$ cat config.mk
export PLATFORM = sky130hd
export DESIGN_NAME = can_frame_stimulus
export DESIGN_NICKNAME = d
export VERILOG_FILES = /design/src/rtl/can_frame_stimulus.sv
export SDC_FILE = /design/constraint.sdc
export NUM_CORES = 1
export LEC_CHECK = 0
export CORE_MARGIN = 2
export CORE_UTILIZATION = 45
export CTS_BUF_LIST = sky130_fd_sc_hd__clkbuf_4
export CTS_CLUSTER_DIAMETER = 50
export DETAILED_ROUTE_END_ITERATION = 7
export DONT_BUFFER_PORTS = 1
export PLACE_DENSITY = 0.66
export SLEW_MARGIN = 0
export SYNTH_ARGS = -nofsm -noshare
export SYNTH_HDL_FRONTEND = slang
export SYNTH_SLANG_ARGS = --single-unit
$ cat constraint.sdc
create_clock -name clock -period 15.9 [get_ports clock]
set_clock_uncertainty 0.1 [all_clocks]
set_input_delay 1.59 -clock clock [delete_from_list [all_inputs] [get_ports clock]]
set_output_delay 1.59 -clock clock [all_outputs]
set_load 0.02 [all_outputs]
$ cat src/rtl/can_frame_stimulus.sv
// can_frame_stimulus: serialises a CAN frame vector onto rx_bit with sample strobes and optional bit stuffing
module can_frame_stimulus #(
  parameter int MAX_FRAME_LEN = 512,
  parameter int LEN_W         = 10,
  parameter int CLKS_PER_BIT  = 10,
  parameter int SAMPLE_CLK    = 7
) (
  input  logic                     clock,
  input  logic                     reset,
  input  logic                     start,
  input  logic [MAX_FRAME_LEN-1:0] frame_bits,
  input  logic [LEN_W-1:0]         num_bits,
  input  logic                     stuff_en,
  input  logic [LEN_W-1:0]         stuff_len,
  output logic                     rx_bit,
  output logic                     sample_point,
  output logic                     busy,
  output logic                     done,
  output logic [LEN_W-1:0]         bits_sent,
  output logic [LEN_W-1:0]         stuff_inserted
);
  localparam int TQ_W = $clog2(CLKS_PER_BIT);
  localparam logic [LEN_W-1:0] MAX_LEN = LEN_W'(MAX_FRAME_LEN);
  localparam logic [MAX_FRAME_LEN-1:0] ONE = MAX_FRAME_LEN'(1);
  typedef enum logic [2:0] {IDLE, WAIT_BND, SEND, STUFF, FINISH} state_t;
  state_t state, state_n;
  logic [TQ_W-1:0] tq;
  logic [MAX_FRAME_LEN-1:0] fb_q;
  logic [LEN_W-1:0] nb_q, sl_q, bs_n, si_n;
  logic [2:0] run, run_n;
  logic se_q, rx_n, bnd, cur_bit, in_region;
  assign bnd = tq == TQ_W'(CLKS_PER_BIT - 1);
  assign cur_bit = |(fb_q & (ONE << (nb_q - bits_sent - 1'b1)));
  assign in_region = se_q && bits_sent < sl_q;
  assign busy = state == WAIT_BND || state == SEND || state == STUFF;
  assign done = state == FINISH;
  // bit timer, sample strobe, FSM state and line/counter registers
  always_ff @(posedge clock) begin
    if (!reset) begin
      tq <= '0;
      sample_point <= 1'b0;
      state <= IDLE;
      rx_bit <= 1'b1;
      bits_sent <= '0;
      stuff_inserted <= '0;
      run <= '0;
    end else begin
      tq <= bnd ? '0 : tq + 1'b1;
      sample_point <= tq == TQ_W'(SAMPLE_CLK - 1);
      state <= state_n;
      rx_bit <= rx_n;
      bits_sent <= bs_n;
      stuff_inserted <= si_n;
      run <= run_n;
    end
  end
  // capture the frame request when a start is accepted, clamping oversize lengths
  always_ff @(posedge clock) begin
    if (state == IDLE && start) begin
      fb_q <= frame_bits;
      nb_q <= num_bits > MAX_LEN ? MAX_LEN : num_bits;
      sl_q <= stuff_len > MAX_LEN ? MAX_LEN : stuff_len;
      se_q <= stuff_en;
    end
  end
  // next slot selection at each boundary: stuff bit has priority over the end of frame
  always_comb begin
    state_n = state;
    rx_n = rx_bit;
    bs_n = bits_sent;
    si_n = stuff_inserted;
    run_n = run;
    if (state == IDLE && start) begin
      state_n = WAIT_BND;
      bs_n = '0;
      si_n = '0;
      run_n = '0;
    end else if (state == FINISH) begin
      state_n = IDLE;
    end else if (busy && bnd) begin
      if (run == 3'd5) begin
        state_n = STUFF;
        rx_n = !rx_bit;
        si_n = stuff_inserted + 1'b1;
        run_n = 3'd1;
      end else if (bits_sent == nb_q) begin
        state_n = FINISH;
        rx_n = 1'b1;
      end else begin
        state_n = SEND;
        rx_n = cur_bit;
        bs_n = bits_sent + 1'b1;
        run_n = !in_region ? 3'd0 : (run != 3'd0 && cur_bit == rx_bit) ? run + 3'd1 : 3'd1;
      end
    end
  end
endmodule

==> results by group <==
Status
  • Outcome: complete, no violations

STA
  • Slew at the pin with the worst max-slew slack: 1.40 ns
  • Slew Limit Fails: 0
  • Final cycle utilization of the critical path: 38.4%
  • Final hold vios: 0
  • Min Tclk post-route: 6.11 ns
  • Final setup fails: 0
  • Setup repair after global routing missed its margin: false
  • Final TNS setup: 0 ns
  • Worst rel slew slack: 6.50%
  • Max Clock Freq: 0.164 GHz

Layout
  • Filler Cells Inserted: 4558
  • Area added between synthesis and finish: 11.9%
  • Final cell area excluding filler cells: 0.0273 sq mm
  • Net count of the finished layout: 2381
  • Fraction of final layout cells sized beyond drive strength 1: 18.4%
  • Register cell area after layout: 0.0166 sq mm
  • Multi-input logic area: 0.00712 sq mm

Power
  • IR Drop Worst-Case VDD: 0.0000921 V
  • Power per standard cell area: 133 mW/mm^2
  • Leakage: 9.15 nW

GRT
  • GRT busiest layer: met2
  • Fraction of met2 tracks used by global routing: 53.9%
  • Global-route track usage on met1: 42.1%
  • Via count of the first global-routing pass: 17529
  • Antenna violations before repair: 32
  • Global route total overflow: 0
  • Met3 usage: 10.6%
  • Overall track demand over capacity in global routing: 34.1%
  • Pin count of the biggest net entering global routing: 203
  • First-pass GRT wire length: 132000 microns

Clocking
  • CTS Hold Bufs: 0
  • H-tree levels: 4
  • Count of instances resized after the clock tree is built: 0
  • Clock sink count: 565
  • Clock-pin slew on the worst setup and hold paths: 0.07 ns
  • Buffer cell driving the clock tree root: sky130_fd_sc_hd__clkbuf_4
  • Cts bufs inserted: 150
  • TritonCTS clock tree: done
  • Maximum count of clock buffers along a single path: 3
  • Setup Fix Bufs, Post-CTS: 0
  • Clk Latency, worst-skew pair: 1.00 ns

Floorplanning
  • Die area: 0.0560 sq mm
  • Initial cell density of the core: 45.4%
  • Number of core rows: 85
  • Ports: 560
  • Die extent in x: 237 microns
  • Core ar.: 0.0537 sq mm
  • Die Y: 237 microns

Worst setup path
  • CP top delay family: compound AO/OA/AOI/OAI gates
  • Number of buffers and inverters on the critical path: 3
  • Required time worst endpoint: 16.68 ns
  • Critical-path cell with the highest stage delay: sky130_fd_sc_hd__and3_1
  • Startpoint class of the critical path: register
  • Crit path largest cell delay: 0.73 ns
  • Highest fanout seen on the critical path: 48
  • Crit path capture type: register
  • Worst setup path class: reg2reg
  • Data arrival, critical path: 6.88 ns
  • Chain of cells forming the critical path: inv_1 > ha_4 > fa_2 > buf_4 > nand2_1 > nor2_2 > buf_4 > and3_1 > a22oi_1 > a211oi_1 > a2111oi_2 > o21ai_1 > a22o_1 > nor3_1 > a211oi_1 > o2111ai_1 > a31oi_1

Yosys
  • Distinct cell type count after synthesis: 88
  • Number of synthesized register bits: 565
  • Dominant combinational cell family by area after synthesis: compound AO/OA/AOI/OAI gates
  • Post-synthesis share of cell area spent on and, or, nand and nor gates: 9.74%
  • Average cell area after synthesis: 14.0 sq um
  • Post-synthesis compound-gate area fraction: 12.8%
  • Fraction of registers with async set or reset after synthesis: 0%
  • Number of enable-type register cells in the synthesized netlist: 533
  • Post-synthesis mux area share: 3.58%
  • Adder-cell area share of the yosys netlist: 1.42%
  • Parity-gate share of the synthesized area counting xor and xnor cells: 1.06%
  • Net count after synthesis: 2303
  • Share of synthesized area occupied by flip-flops and latches: 68.3%
  • Cell count after synthesis: 1740
  • Total number of yosys warnings: 0
  • Main synth FF type: sky130_fd_sc_hd__edfxtp_1
  • Post-synthesis instance area: 0.0244 sq mm

Drt
  • Final wirelength: 96900 microns
  • DR pass1 iterations: 6
  • Drt wl/cell: 36.5 microns
  • DRC violation count after routing: 0
  • Via count: 17847
  • Via density per instance: 6.72
  • Initial DRC count: 2517
  • Antenna viol nets, final: 0

Place
  • HPWL reported at the end of detailed placement: 67900 microns
  • Input/output buffers: 0
  • Final weighted congestion in routability-driven placement: 0.973
  • Standard cell area after detailed placement: 0.0252 sq mm

Min path
  • Tightest Hold Check Type: reg2reg

Run
  • Max-cap violations: 0
-- final cells by class --
cell class,count,area share (%)
antenna,32,0.294
tap,696,3.20
inverter,35,0.510
timing repair buffer,51,1.46
multi-input combinational,1015,26.1
sequential,565,61.1
clock inverter,48,1.43
clock buffer,214,5.89
-- flip-flops by register name, summed over array words and instances (netlist names) --
signal and cells:
run 3, sl_q 10, se_q 1, nb_q 10, sample_point 1, bits_sent 10, rx_bit 1, tq 4
stuff_inserted 10, fb_q 512, state 3
-- worst register-to-register path: cells and delay by family, from the launching register on --
family                   cells  cell delay, ns
AO/OA/AOI/OAI                8            1.98
buffers and inverters        3            1.20
AND/OR/NAND/NOR              4            1.48
flip-flops                   1            0.56
adder cells (fa/ha/maj)      2            0.72
-- cells by family (layout without fill, tap and decap cells) --
| group | Yosys count | in the layout |
|---|---|---|
| AO/OA/AOI/OAI | 422 | 422 |
| adder cells (fa/ha/maj) | 27 | 27 |
| XOR/XNOR | 26 | 26 |
| multiplexers | 78 | 78 |
| flip-flops | 565 | 565 |
| buffers and inverters | 160 | 348 |
| AND/OR/NAND/NOR | 462 | 462 |
| other | 0 | 32 |
-- worst paths after layout --
check / to / depth (start not counted) / startpoint / slack [ns]
max: run[2] / 17 / bits_sent[0] / 9.79
min: run[1] / 2 / run[1] / 0.38
min reg2reg: run[1] / 2 / run[1] / 0.38
max reg2reg: run[2] / 17 / bits_sent[0] / 9.79
-- cells in the mapped netlist, types with 9 or more instances --
cell type | n | share of area, %
sky130_fd_sc_hd__a2111oi_0 | 14 | 0.50
sky130_fd_sc_hd__a211o_1 | 9 | 0.32
sky130_fd_sc_hd__a211oi_1 | 17 | 0.52
sky130_fd_sc_hd__a21o_1 | 13 | 0.40
sky130_fd_sc_hd__a21oi_1 | 54 | 1.1
sky130_fd_sc_hd__a221oi_1 | 15 | 0.54
sky130_fd_sc_hd__a22o_1 | 20 | 0.72
sky130_fd_sc_hd__a22oi_1 | 33 | 1.0
sky130_fd_sc_hd__a311oi_1 | 9 | 0.32
sky130_fd_sc_hd__a31oi_1 | 30 | 0.77
sky130_fd_sc_hd__a32oi_1 | 25 | 0.90
sky130_fd_sc_hd__and3_1 | 26 | 0.67
sky130_fd_sc_hd__and4_1 | 9 | 0.32
sky130_fd_sc_hd__buf_2 | 66 | 1.4
sky130_fd_sc_hd__buf_4 | 13 | 0.40
sky130_fd_sc_hd__clkbuf_1 | 37 | 0.57
sky130_fd_sc_hd__dfxtp_1 | 32 | 2.6
sky130_fd_sc_hd__edfxtp_1 | 533 | 66
sky130_fd_sc_hd__ha_1 | 26 | 1.3
sky130_fd_sc_hd__inv_1 | 35 | 0.54
sky130_fd_sc_hd__mux2_2 | 13 | 0.60
sky130_fd_sc_hd__mux2i_1 | 59 | 2.4
sky130_fd_sc_hd__nand2_1 | 87 | 1.3
sky130_fd_sc_hd__nand2b_1 | 9 | 0.23
sky130_fd_sc_hd__nand3_1 | 90 | 1.8
sky130_fd_sc_hd__nand4_1 | 61 | 1.6
sky130_fd_sc_hd__nor2_1 | 74 | 1.1
sky130_fd_sc_hd__nor2b_1 | 21 | 0.54
sky130_fd_sc_hd__nor3_1 | 42 | 0.86
sky130_fd_sc_hd__nor4_1 | 17 | 0.44
sky130_fd_sc_hd__o2111ai_1 | 10 | 0.36
sky130_fd_sc_hd__o211ai_1 | 20 | 0.62
sky130_fd_sc_hd__o21ai_0 | 59 | 1.2
sky130_fd_sc_hd__o31ai_1 | 10 | 0.31
sky130_fd_sc_hd__xnor2_1 | 14 | 0.50
-- per-stage QoR --
stage	worst slack (ns)	power, W	hold WS (ns)	instances	utilization, %
after detailed placement	9.99	0.00228	0.372	2362	46.9
after global routing	9.58	0.00373	0.405	2637	50.7
final	9.79	0.00362	0.379	2656	50.7
after floorplan	2.94	0.00211	0.345	1740	-
after CTS	10.02	0.00363	0.380	2624	50.6
after global placement	9.79	0.00228	0.357	2361	46.9
-- placed cells by master (no fill, tap or decap), types with 30 or more instances in the layout --
cell type,synthesis,routed
sky130_fd_sc_hd__a31oi_1,30,30
sky130_fd_sc_hd__dfxtp_1,32,32
sky130_fd_sc_hd__nand2_1,87,85
sky130_fd_sc_hd__nand3_1,90,90
sky130_fd_sc_hd__clkbuf_4,0,214
sky130_fd_sc_hd__o21ai_0,59,59
sky130_fd_sc_hd__a22oi_1,33,33
sky130_fd_sc_hd__nor3_1,42,41
sky130_fd_sc_hd__diode_2,0,32
sky130_fd_sc_hd__buf_4,13,49
sky130_fd_sc_hd__nor2_1,74,66
sky130_fd_sc_hd__nand4_1,61,61
sky130_fd_sc_hd__edfxtp_1,533,533
sky130_fd_sc_hd__a21oi_1,54,53
sky130_fd_sc_hd__inv_1,35,34
sky130_fd_sc_hd__mux2i_1,59,59
-- layer usage --
metal / vias up / part of all wire [%]
li1: 7293 / -
met1: 8840 / 37
met2: 1402 / 47
met3: 300 / 11
met4: 12 / 5.2
met5: - / 0.082
-- power by group --
group | total, W | internal (W) | leakage [nW] | switching, W
clock | 0.00135 | 0.000722 | 1.17 | 0.000627
sequential | 0.00178 | 0.00174 | 5.37 | 0.0000399
combinational | 0.000492 | 0.000119 | 2.62 | 0.000374
Note: power is estimated with default switching activity, not from simulation.
